[config.mk]
export PLATFORM = sky130hd
export DESIGN_NAME = wb_port_arbiter
export DESIGN_NICKNAME = d
export VERILOG_FILES = /design/src/rtl/wb_port_arbiter.sv
export SDC_FILE = /design/constraint.sdc
export NUM_CORES = 1
export LEC_CHECK = 0
export BUFFER_PORTS_ARGS = -buffer_cell sky130_fd_sc_hd__clkbuf_2
export CORE_UTILIZATION = 50
export CTS_BUF_LIST = sky130_fd_sc_hd__clkbuf_4 sky130_fd_sc_hd__clkbuf_8
export DETAILED_ROUTE_END_ITERATION = 12
export PLACE_DENSITY = 0.78
export SYNTH_ARGS = -nofsm -noshare
export SYNTH_HDL_FRONTEND = slang
export SYNTH_SLANG_ARGS = --single-unit
[constraint.sdc]
create_clock -name clk -period 3.3 [get_ports clk]
set_clock_uncertainty 0.1 [all_clocks]
set_input_delay 0.66 -clock clk [delete_from_list [all_inputs] [get_ports clk]]
set_output_delay 0.66 -clock clk [all_outputs]
set_load 0.05 [all_outputs]
[src/rtl/wb_port_arbiter.sv]
// Register-file write-port arbiter: pipeline writebacks normally win, while accelerator
// results are buffered and drained when the port is idle, the buffer is full, a hazard exists, or the head has waited too long.
module wb_port_arbiter #(
    parameter int unsigned DEPTH    = 2,
    parameter int unsigned MAX_WAIT = 4
) (
    input  logic        clk,
    input  logic        rst,
    input  logic        wb_valid,
    input  logic [4:0]  wb_addr,
    input  logic [31:0] wb_data,
    input  logic        ip_req,
    input  logic [4:0]  ip_addr,
    input  logic [31:0] ip_data,
    output logic        ip_ack,
    output logic        stall,
    output logic        rf_we,
    output logic [4:0]  rf_addr,
    output logic [31:0] rf_data
);

    localparam int unsigned PW = (DEPTH > 1) ? $clog2(DEPTH) : 1;
    localparam int unsigned CW = $clog2(DEPTH + 1);
    localparam int unsigned WW = $clog2(MAX_WAIT + 1);
    localparam logic [CW-1:0] FULL_CNT = CW'(DEPTH);
    localparam logic [WW-1:0] WAIT_MAX = WW'(MAX_WAIT);

    typedef enum logic [1:0] {
        IDLE     = 2'd0,
        BUFFERED = 2'd1,
        FULL     = 2'd2
    } state_e;

    state_e            state_q, state_d;
    logic [CW-1:0]     count_q, count_d;
    logic [PW-1:0]     wr_ptr_q, wr_ptr_d;
    logic [PW-1:0]     rd_ptr_q, rd_ptr_d;
    logic [DEPTH-1:0]  vld_q, vld_d;
    logic [WW-1:0]     wait_q, wait_d;
    logic              rf_we_q, rf_we_d;
    logic [4:0]        rf_addr_q, rf_addr_d;
    logic [31:0]       rf_data_q, rf_data_d;

    logic [4:0]        addr_mem_q [DEPTH];
    logic [31:0]       data_mem_q [DEPTH];

    logic              push, pop, hazard, ip_gnt, wb_gnt;

    // Arbitration, FIFO bookkeeping and next-state logic
    always_comb begin
        state_d   = state_q;
        count_d   = count_q;
        wr_ptr_d  = wr_ptr_q;
        rd_ptr_d  = rd_ptr_q;
        vld_d     = vld_q;
        wait_d    = wait_q;
        rf_we_d   = 1'b0;
        rf_addr_d = rf_addr_q;
        rf_data_d = rf_data_q;
        hazard    = 1'b0;

        for (int unsigned i = 0; i < DEPTH; i++) begin
            if (vld_q[PW'(i)] && (addr_mem_q[PW'(i)] == wb_addr)) begin
                hazard = 1'b1;
            end
        end

        push   = ip_req && (state_q != FULL) && !rst;
        ip_gnt = (state_q != IDLE) &&
                 (!wb_valid || (state_q == FULL) || (wait_q == WAIT_MAX) || hazard);
        wb_gnt = wb_valid && !ip_gnt;
        pop    = ip_gnt;
        ip_ack = push;
        stall  = wb_valid && ip_gnt;

        if (push) begin
            vld_d[wr_ptr_q] = 1'b1;
            wr_ptr_d        = wr_ptr_q + PW'(1);
        end
        if (pop) begin
            vld_d[rd_ptr_q] = 1'b0;
            rd_ptr_d        = rd_ptr_q + PW'(1);
        end

        case ({push, pop})
            2'b10:   count_d = count_q + CW'(1);
            2'b01:   count_d = count_q - CW'(1);
            default: count_d = count_q;
        endcase

        if (count_d == '0) begin
            state_d = IDLE;
        end else if (count_d == FULL_CNT) begin
            state_d = FULL;
        end else begin
            state_d = BUFFERED;
        end

        if (ip_gnt || (state_q == IDLE)) begin
            wait_d = '0;
        end else if (wb_gnt && (wait_q != WAIT_MAX)) begin
            wait_d = wait_q + WW'(1);
        end

        // Destination r0 still consumes the grant but never writes
        if (ip_gnt) begin
            rf_addr_d = addr_mem_q[rd_ptr_q];
            rf_data_d = data_mem_q[rd_ptr_q];
            rf_we_d   = (addr_mem_q[rd_ptr_q] != 5'd0);
        end else if (wb_gnt) begin
            rf_addr_d = wb_addr;
            rf_data_d = wb_data;
            rf_we_d   = (wb_addr != 5'd0);
        end
    end

    always_ff @(posedge clk or posedge rst) begin
        if (rst) begin
            state_q   <= IDLE;
            count_q   <= '0;
            wr_ptr_q  <= '0;
            rd_ptr_q  <= '0;
            vld_q     <= '0;
            wait_q    <= '0;
            rf_we_q   <= 1'b0;
            rf_addr_q <= '0;
            rf_data_q <= '0;
        end else begin
            state_q   <= state_d;
            count_q   <= count_d;
            wr_ptr_q  <= wr_ptr_d;
            rd_ptr_q  <= rd_ptr_d;
            vld_q     <= vld_d;
            wait_q    <= wait_d;
            rf_we_q   <= rf_we_d;
            rf_addr_q <= rf_addr_d;
            rf_data_q <= rf_data_d;
        end
    end

    // Payload storage needs no reset; validity is tracked by vld_q
    always_ff @(posedge clk) begin
        if (push) begin
            addr_mem_q[wr_ptr_q] <= ip_addr;
            data_mem_q[wr_ptr_q] <= ip_data;
        end
    end

    assign rf_we   = rf_we_q;
    assign rf_addr = rf_addr_q;
    assign rf_data = rf_data_q;

endmodule

[Word level (Yosys, flattened, before mapping)]
Memory sizes are Yosys's and may differ from the RTL's.
Index checks and enable logic that the tools add are counted.
Word-level totals
  memories: 2
  input port bits: 78
  register bits: 49
  memory bits (writable): 74
  output and inout bits: 40
Memories
  data_mem_q: depth 2, bits a word 32, rd ports 1, clocked after memory_dff 0, wr ports 1, RTL line 45  | logic [31:0] data_mem_q [DEPTH];
  addr_mem_q: depth 2, bits a word 5, rd ports 3, clocked after memory_dff 0, wr ports 1, RTL line 44  | logic [4:0] addr_mem_q [DEPTH];
Operators by class
  $lt $le $gt $ge: 4
  reductions and logical operators: 24
  bitwise gates (word level): 3
  muxes and demuxes: 21
  add/subtract/negate cells: 5
  eq/ne operators: 9
Operators with widths (count)
  $mux W32: 2
  $eq A5 B5 Y1: 2
  $logic_and A1 B1 Y1: 10
  $mux W5: 2
  $reduce_bool A5 Y1: 2
  $mux W1: 8
  $mux W2: 4
  $eq A2 B2 Y1 const B: 3
  $mux W3: 2
  $reduce_bool A2 Y1: 3
  $logic_not A2 Y1: 2
  $logic_or A1 B1 Y1: 4
  $lt A1 B2 Y1 const B: 2
  $pmux W2 S2: 1
  $add A3 B1 Y3 const B: 1
  $eq A3 B3 Y1 const B: 1
  $logic_not A1 Y1: 3
  $ne A3 B3 Y1 const B: 1
  $add A1 B1 Y1 const B: 2
  $add A2 B1 Y2 const B: 1
  $and A2 B2 Y2: 1
  $demux W1 S1: 2
  $eq A2 B1 Y1 const B: 1
  $ge A1 B1 Y1 const B: 2
  4 further kinds: 4

[Longest topological paths before layout]
Gate-level depths: netlist of the first run.
  depth in word-level cells: 11
  mapped depth: 11
  mapped depth without buffers: 11

[Worst setup path after synthesis of the first run]
OpenSTA, ideal clock, no wires.
  path type: input port to flip-flop
  start: in rst
  end: mem addr_mem_q[1][0] (enable)
  data required time: 2767 ps
  slack: -1055 ps
  stages on the path: 3
  arrival: 3823 ps
  buffers on the path: 0
  cell sequence: inv_1 > o211ai_1 > nor2_1
Between the ends
  longest elaborated chain between the ends: 4
Ends and longest elaborated chain
  from (decl): RTL line 8  | input logic rst,
  $logic_not A1 Y1 (no line)
  $logic_and A1 B1 Y1: RTL line 68  | push = ip_req && (state_q != FULL) && !rst;
  $mux W1: RTL line 143  | if (push) begin
  $mux W1 (not written as such): RTL line 144  | addr_mem_q[wr_ptr_q] <= ip_addr;
  to (decl): RTL line 44
No other way between the ends.

[Worst setup path in the final report of the first run]
  start: reg wait_q[0]
  end: out stall
Between the ends
  longest elaborated chain between the ends: 5
Ends and longest elaborated chain
  from (decl): RTL line 39  | logic [WW-1:0] wait_q, wait_d;
  from (signal assigned): RTL line 134  | wait_q <= wait_d;
  $eq A3 B3 Y1: RTL line 70  | (!wb_valid || (state_q == FULL) || (wait_q == WAIT_MAX) || hazard);
  $logic_or A1 B1 Y1 (2 in series): RTL line 70
  $logic_and A1 B1 Y1: RTL line 69  | ip_gnt = (state_q != IDLE) &&
  $logic_and A1 B1 Y1: RTL line 74  | stall = wb_valid && ip_gnt;
  to (decl): RTL line 16  | output logic stall,
No other way between the ends.

==> results of run 1 <==
==> Yosys cell counts, types with 2 or more instances <==
| cell type | number | share of area [%] |
|---|---|---|
| buf_4 | 3 | 0.41 |
| dfrtp_1 | 48 | 22 |
| nand2_1 | 35 | 2.4 |
| clkbuf_1 | 16 | 1.1 |
| inv_1 | 6 | 0.41 |
| buf_2 | 10 | 0.90 |
| edfxtp_1 | 74 | 40 |
| a31oi_1 | 32 | 3.6 |
| ha_1 | 3 | 0.68 |
| o2bb2ai_1 | 32 | 5.1 |
| mux2i_1 | 79 | 14 |
| a21oi_1 | 2 | 0.18 |
| clkbuf_2 | 3 | 0.27 |
| xnor2_1 | 16 | 2.5 |
| and3_1 | 2 | 0.23 |
| nor2_1 | 9 | 0.61 |
| o21ai_0 | 32 | 2.9 |
==> final timing paths <==
kind / from / to / slack [ns] / depth (start not counted)
min in group asynchronous: rst / rf_data[21] / 0.36 / 3
max in group asynchronous: rst / rd_ptr_q / 2.29 / 3
worst min-delay path: ip_data[20] / data_mem_q[0][20] / 0.33 / 1
worst min register to register: count_q[1] / count_q[1] / 0.35 / 1
worst max-delay path: wait_q[0] / stall / 0.20 / 8
worst max register to register: wait_q[0] / rf_data[7] / 0.72 / 6
==> cells by family after synthesis <==
kind of cell / synth area share [%]
multiplexers: 14.26
AO/OA/AOI/OAI: 13.08
AND/OR/NAND/NOR: 4.128
buffers and inverters: 3.451
adder cells (fa/ha/maj): 0.6768
flip-flops: 61.72
XOR/XNOR: 2.684
==> final cells by class <==
type | count | area, sq um
Fill cell | 866 | 4138
Clock buffer | 23 | 291.5
Tap cell | 140 | 175.2
Multi-Input combinational cell | 256 | 1959
Clock inverter | 9 | 143.9
Sequential cell | 122 | 3425
Timing Repair Buffer | 127 | 675.6
Inverter | 7 | 32.53
==> layer usage <==
metal / GRT usage (%) / part of all wire, % / vias to the layer above / routed length [um]
met5: 0 / 0 / - / 0
met4: 8.023 / 0.77 / 0 / 94
met3: 4.964 / 5.8 / 8 / 711
met2: 36.87 / 49 / 130 / 5949
met1: 29.62 / 45 / 1854 / 5489
li1: - / - / 1808 / -
==> cell usage in the layout (no fill, tap or decap) <==
master      count
edfxtp_1       74
inv_4           1
xor2_1          1
o22a_1          1
nand2_1        35
mux2i_1        79
o21ai_0        32
dfrtp_1        47
a21oi_1         2
nor2b_1         1
buf_12          1
a21boi_2        1
xnor2_1        16
ha_1            3
o211ai_1        1
nor2_2          1
and3_1          2
nand4_1         1
buf_4          10
or2_4           1
nor2_4          3
o2bb2ai_1      32
or2_1           1
nor2_1          5
dfrtp_2         1
a31oi_1        32
and2_1          1
o211a_1         1
o211ai_4        1
clkbuf_8       19
nand4_2         1
bufinv_16       4
or4_1           1
o21ai_4         1
clkinv_1        1
clkinvlp_4      1
clkbuf_2      116
clkinv_2        4
clkbuf_4        4
inv_1           5
==> worst reg2reg max path: cells and delay by family, from the launching register on <==
kind	cells	cell delay (ns)
buffers and inverters	1	0.06
DFF	1	0.39
AOI/OAI and AO/OA	4	1.70
adders and majority gates	1	0.21
==> sequential cells by signal, summed over array words and instances, names as in the netlist <==
signal and flops:
addr_mem_q 10, count_q 2, data_mem_q 64, rd_ptr_q 1
rf_addr 5, rf_data 32, rf_we 1, state_q 1
vld_q 2, wait_q 3, wr_ptr_q 1
==> repair_timing <==
action	in CTS	in global routing
hold buffers	0	0
gates resized for setup	0	1
setup endpoints to repair	0	1
==> where the power goes <==
group,internal [mW],switching (mW),total [mW]
registers,2.04,0.272,2.32
clock network,0.890,0.544,1.43
logic,0.838,1.82,2.66
total,3.77,2.63,6.41
==> flow_summary.yaml, run 1 <==
job:
  cap_viol_max_count: 0
synth:
  synth_top_flop_cell: "edfxtp_1"
  synth_area_per_cell_sq_um: 13.24
  synth_fp_nets: 500
  seq_area_frac_synth_pct: 61.72
  synth.yosys.warnings: 0
  synth-async-reset-ratio_pct: 39.34
  synthCells: 419
  synth_area_sq_um: 5547
  synth-edff-count: 74
  ys_seq_elements: 122
  synth_cell_types: 34
placement:
  io_buffers: 117
  pre_cts_ws_ns: 0.4143
  dpl.cell_count: 652
  place.detailed.hpwl_um: 7596
  place_area_sq_um: 6265
  place.gp.congestion: 0.8483
layout:
  syn_to_final_growth_pct: 20.84
  final_cells: 684
  diodes: 0
  utilization_pct: 61.83
  drive_gt1_share_pct: 31.25
  final_cell_area_sq_um: 6703
  fin_nets: 612
timing:
  rsz0062_at_grt: "false"
  timing.hold.ws_ns: 0.3331
  timing.final.crit_share_pct: 93.84
  setup_viol: 0
  setup_tns_ns: 0
  final-max-slew-violation-count: 0
  hold_violations: 0
  fin_crit_ns: 3.097
  fmax_mhz: 322.9
  fin_ws_ns: 0.2033
  relSlewSlack_pct: 21.27
  tightest_slew_ns: 1.181
routing:
  routed-via-count: 3800
  detail_route.wl_per_cell_um: 17.90
  route.detailed.drc: 0
  drt-initial-drc-count: 238
  viasPerCell: 5.556
  final_antenna_net_count: 0
  wl_um: 12250
  drt_first_pass_iters: 5
critical_path:
  cp_cell_sequence: "inv_1, ha_1, a21boi_2, o211ai_4, o21ai_4, inv_4, and2_1, clkbuf_2"
  cp-start-kind: "flop"
  critical_path_required_ns: 2.54
  critPathTopFamily: "compound AO/OA/AOI/OAI gates"
  cp_slowest_cell: "dfrtp_1"
  worst_setup_path_end_kind: "output pin"
  path_class: "flop to output pin"
  arrival_ns: 2.34
  critPathBufInv: 3
  crit_path_max_incr_delay_ns: 0.39
  path_max_fanout: 8
cts:
  clkSinkCount: 122
  cts_tree: "yes"
  cts.reportedPaths.clkPinSlew_ns: 0.07
  cts_root_buf: "clkbuf_8"
  postCtsSetupRepairBufs: 0
  insertion_delay_ns: 0.41
  numCtsBuffers: 17
  cts.path.max_buffers: 2
  cts_max_level: 4
status:
  status: "completed"
grt:
  grt_pass1_vias: 3865
  grt_usage_pct: 22.52
  grt_pass1_wl_um: 19250
  grt-ovfl-total: 0
  grt_antenna_before_repair: 0
  grt_max_degree: 72
power_and_ir_drop:
  power_density_nw_per_um2: 956.0
  p_leak_nw: 2.874
  p_total_mw: 6.408
  max-vdd-ir-drop_mv: 0.6623
floorplanning:
  initial_core_util_pct: 51.17
  num_rows: 38
  die-area_sq_um: 11520
  die_x_um: 107.3
  die_h_um: 107.3
  io_pins: 118
  core_sq_um: 10840
min_path:
  hold_class: "primary input to flop"
(Power assumes the default switching activity.)
==> inputs of run 2 (changes only) <==
--- a/config.mk
+++ b/config.mk
@@ -5,7 +5,9 @@
 export SDC_FILE = /design/constraint.sdc
 export NUM_CORES = 1
 export LEC_CHECK = 0
+export ABC_AREA = 1
 export BUFFER_PORTS_ARGS = -buffer_cell sky130_fd_sc_hd__clkbuf_2
+export CORE_MARGIN = 1
 export CORE_UTILIZATION = 50
 export CTS_BUF_LIST = sky130_fd_sc_hd__clkbuf_4 sky130_fd_sc_hd__clkbuf_8
 export DETAILED_ROUTE_END_ITERATION = 12
==> flow_summary.yaml, run 2 <==
cts:
  insertion_delay_ns: 0.43
  ctsHoldBuffers: 0
  cts.path.max_buffers: 2
  cts.reportedPaths.clkPinSlew_ns: 0.08
  cts_tree: "yes"
  clkSinkCount: 122
  numCtsBuffers: 17
  cts_max_level: 4
  cts_root_buf: "clkbuf_8"
  postCtsResizedCells: 0
  postCtsSetupRepairBufs: 0
timing:
  timing.final.crit_share_pct: 84.18
  setup_viol: 0
  fin_crit_ns: 2.778
  fmax_mhz: 360.0
  final-max-slew-violation-count: 0
  relSlewSlack_pct: 30.08
  setup_tns_ns: 0
  hold_violations: 0
  tightest_slew_ns: 1.048
  rsz0062_at_grt: "false"
routing:
  wl_um: 11530
  detail_route.wl_per_cell_um: 14.88
  viasPerCell: 5.000
  final_antenna_net_count: 0
  drt-initial-drc-count: 250
  routed-via-count: 3875
  route.detailed.drc: 0
  drt_first_pass_iters: 5
layout:
  final_common_cell: "nand2_1"
  largest_reg_flops: 64
  syn_to_final_growth_pct: 20.76
  utilization_pct: 62.38
  drive_gt1_share_pct: 27.39
  diodes: 0
  top_register: "data_mem_q"
  fin_nets: 707
  final_cell_mix: "142 x nand2_1, 117 x clkbuf_2, 75 x nand3_1, 74 x edfxtp_1, 57 x inv_1"
  num-fill-cells: 845
grt:
  grt_antenna_before_repair: 0
  grt_pass1_vias: 3902
  grt_usage_pct: 22.58
  grt_max_degree: 38
  grt-ovfl-total: 0
  grt_pass1_wl_um: 18980
synth:
  synthTopCellsByCount: "142 x nand2_1, 75 x nand3_1, 74 x edfxtp_1"
  synth_cell_types: 30
  synth_top_flop_cell: "edfxtp_1"
  synthTopCellsByArea: "edfxtp_1 42%, dfrtp_1 23%, nand2_1 10%"
  synth_area_sq_um: 5333
  synth_fp_nets: 587
  seq_area_frac_synth_pct: 64.20
  synthCells: 506
  synth_area_per_cell_sq_um: 10.54
  ys_seq_elements: 122
  yosysTopAreaCellShare_pct: 41.67
  yosysMostFrequentCell: "nand2_1"
  synth.yosys.warnings: 0
  synth-async-reset-ratio_pct: 39.34
  netlist.top_cell.by_area: "edfxtp_1"
  synth-edff-count: 74
critical_path:
  r2r_slack_ns: 0.81
  path_max_fanout: 23
  arrival_ns: 2.02
  crit_path_end: "stall"
  r2r_end: "state_q[1]"
  crit_path_max_incr_delay_ns: 0.37
  critical_path.startpoint: "wait_q[0]"
  critPathBufInv: 3
  cp_common_cell: "inv_1"
  critical_path_required_ns: 2.54
  path_class: "flop to output pin"
  worst_setup_path_end_kind: "output pin"
  cp_cell_sequence: "inv_1, ha_1, nand2_1, inv_1, nor3_4, nand3_4, nand2_4, nor2_1, clkbuf_2"
  cp-start-kind: "flop"
  cp.depth: 9
  timing.rr.start: "wait_q[0]"
  critPathTopFamily: "simple AND/OR/NAND/NOR gates"
  cp_slowest_cell: "dfrtp_1"
  r2r_cells: 14
floorplanning:
  die-area_sq_um: 11080
  core_sq_um: 10320
  io_pins: 118
  initial_core_util_pct: 51.65
  die_x_um: 105.3
  die_h_um: 105.3
  num_rows: 37
power_and_ir_drop:
  max-vdd-ir-drop_mv: 0.5677
  power_density_nw_per_um2: 949.6
  p_leak_nw: 3.138
placement:
  place.detailed.hpwl_um: 7798
  io_buffers: 117
  place.gp.congestion: 0.8838
job:
  cap_viol_max_count: 0
status:
  status: "completed"
min_path:
  hold_class: "primary input to async pin"
run 2: cells by family after synthesis:
family	after synthesis	synth area share, %
muxes	32	6.007
and+or+nand+nor	247	20.34
AOI/OAI and AO/OA	11	1.079
xor gates and xnor gates	4	0.6571
DFF	122	64.20
adders and majority gates	3	0.7040
buffers and inverters	87	7.016
run 2: stage by stage:
step / power (mW) / worst slack (ns) / hold WS [ns] / instance area [sq um] / cells
3_5_place_dp: 4.871 / 0.5224 / 0.3564 / 6057 / 743
2_1_floorplan: 4.258 / -0.4987 / 0.3315 / 5333 / 506
6_report: 6.115 / 0.5222 / 0.1925 / 6440 / 775
5_1_grt: 6.465 / 0.3808 / 0.2209 / 6440 / 775
3_3_place_gp: 4.804 / 0.6552 / 0.3455 / 6057 / 743
4_1_cts: 6.168 / 0.4772 / 0.1896 / 6440 / 775
run 2: routing by layer:
metal	wire length, um	share of wire, %	up-vias	GRT usage, %
li1	-	-	1892	-
met1	5033	44	1823	29.03
met2	5635	49	147	36.80
met3	751	6.5	13	6.555
met4	110	0.95	0	7.545
met5	0	0	-	0
run 2: cell type report:
type	count	area, sq um	share of cell area (%)
Clock buffer	23	285.3	4.430
Clock inverter	9	97.59	1.515
Inverter	63	236.5	3.672
Multi-Input combinational cell	297	1555	24.15
Sequential cell	122	3425	53.18
Tap cell	136	170.2	2.642
Timing Repair Buffer	125	670.6	10.41
run 2: power breakdown:
group          switching [mW]  internal [mW]
Combinational            1.84          0.678
Clock                   0.562          0.724
Sequential              0.266           2.04
Total                    2.67           3.45
run 2: how the worst min path moves through the flow:
stage | to | depth (start not counted) | from
finish | rf_addr[0] | 2 | rst
global route | rf_addr[0] | 2 | rst
CTS | rf_addr[0] | 2 | rst
detailed placement | wait_q[0] | 1 | wait_q[0]
global placement | wait_q[0] | 1 | wait_q[0]
floorplan | wait_q[0] | 1 | wait_q[0]
==> inputs of run 3 (changes only) <==
==> constraint.sdc (replaced) <==
create_clock -name clk -period 2.9 [get_ports clk]
set_clock_uncertainty 0.1 [all_clocks]
set_input_delay 0.58 -clock clk [delete_from_list [all_inputs] [get_ports clk]]
set_output_delay 0.58 -clock clk [all_outputs]
set_load 0.05 [all_outputs]
==> flow_summary.yaml, run 3 (same netlist as run 2, synthesis figures left out) <==
critical_path:
  worst_setup_path_end_kind: "output pin"
  arrival_ns: 2.01
  cp-start-kind: "flop"
  path_class: "flop to output pin"
  path_max_fanout: 19
  critical_path_required_ns: 2.22
routing:
  dr_wl_met3_um: 777
  route.detailed.drc: 0
  viasPerCell: 4.952
  drt_first_pass_iters: 5
  highest_layer: "met4"
  routed-via-count: 3848
  detail_route.wl_per_cell_um: 14.68
  wl_um: 11400
  drt-initial-drc-count: 198
  final_antenna_net_count: 0
  drt-met1-wl_um: 4854
  routed-wl-met2_um: 5676
timing:
  timing.final.crit_share_pct: 92.66
  setup_viol: 0
  setup_tns_ns: 0
  fin_crit_ns: 2.687
  hold_violations: 0
  fmax_mhz: 372.1
  tightest_slew_ns: 1.084
  relSlewSlack_pct: 27.64
  timing.hold.ws_ns: 0.03665
  final-max-slew-violation-count: 0
  rsz0062_at_grt: "false"
floorplanning:
  core_sq_um: 10320
  die_h_um: 105.3
  die_x_um: 105.3
  io_pins: 118
  initial_core_util_pct: 51.65
  die-area_sq_um: 11080
  num_rows: 37
min_path:
  hold_class: "primary input to async pin"
cts:
  insertion_delay_ns: 0.42
  cts_max_level: 4
  clkSinkCount: 122
  postCtsResizedCells: 0
  cts_tree: "yes"
  cts.path.max_buffers: 2
  postCtsSetupRepairBufs: 0
  cts.reportedPaths.clkPinSlew_ns: 0.07
  numCtsBuffers: 17
  cts_root_buf: "clkbuf_8"
  ctsHoldBuffers: 0
grt:
  grt_pass1_vias: 3883
  grt_usage_pct: 22.05
  grt-ovfl-total: 0
  grt_pass1_wl_um: 18620
  grt_max_degree: 38
  grt_antenna_before_repair: 0
power_and_ir_drop:
  max-vdd-ir-drop_mv: 0.6370
  power_density_nw_per_um2: 1094
  p_leak_nw: 3.164
layout:
  final_cell_area_sq_um: 6472
  fin_nets: 709
  final_cell_mix: "142 x nand2_1, 117 x clkbuf_2, 75 x nand3_1, 74 x edfxtp_1, 57 x inv_1"
  drive_gt1_share_pct: 27.61
  diodes: 0
  utilization_pct: 62.70
  largest_reg_flops: 64
  final_common_cell: "nand2_1"
  top_register: "data_mem_q"
  syn_to_final_growth_pct: 21.37
placement:
  place.gp.congestion: 0.8150
  place.detailed.hpwl_um: 7831
  place_area_sq_um: 6047
  io_buffers: 117
status:
  status: "completed"
job:
  cap_viol_max_count: 0
==> run 3: area by class of cell <==
cell class | count | area [sq um]
fill | 846 | 3851
sequential | 122 | 3425
multi-input combinational | 297 | 1555
timing repair buffer | 127 | 660.6
clock buffer | 25 | 312.8
inverter | 63 | 236.5
tap | 136 | 170.2
clock inverter | 7 | 112.6
==> run 3: final timing paths <==
path / slack, ns / end / from / cells after the start
max: 0.21 / stall / wait_q[0] / 9
min: 0.04 / rf_addr[2] / rst / 2
max reg2reg: 0.48 / state_q[1] / wait_q[0] / 14
min reg2reg: 0.37 / wait_q[0] / wait_q[0] / 1
max in group asynchronous: 1.89 / rf_data[13] / rst / 3
min in group clk: 0.24 / data_mem_q[0][29] / ip_data[29] / 1
==> run 3: through the flow <==
stage | power [mW] | std cells | setup WS (ns)
detailed placement | 5.526 | 745 | 0.2808
global placement | 5.450 | 745 | 0.3636
CTS | 7.133 | 777 | 0.1734
floorplan | 4.845 | 506 | -0.2218
global route | 7.472 | 777 | 0.08092
finish | 7.078 | 777 | 0.2128
==> run 3: report_power, final <==
group | leakage [nW] | internal [mW] | switching [mW]
Clock | 0.226 | 0.966 | 0.630
Combinational | 1.69 | 0.766 | 2.08
Sequential | 1.25 | 2.33 | 0.310
==> run 3: worst max-delay path, cell delays in order, from the launching register on <==
cell and delay [ns]:
dfrtp_1 0.38, inv_1 0.05, ha_1 0.19, nand2_1 0.06, inv_1 0.06, nor3_4 0.21
nand3_4 0.11, nand2_4 0.21, nor2_1 0.07, clkbuf_2 0.24
==> run 3: per-layer routing <==
| layer | up-vias | track usage [%] |
|---|---|---|
| li1 | 1905 | - |
| met1 | 1791 | 28.06 |
| met2 | 142 | 36.47 |
| met3 | 10 | 6.061 |
| met4 | 0 | 7.445 |
| met5 | - | 0 |
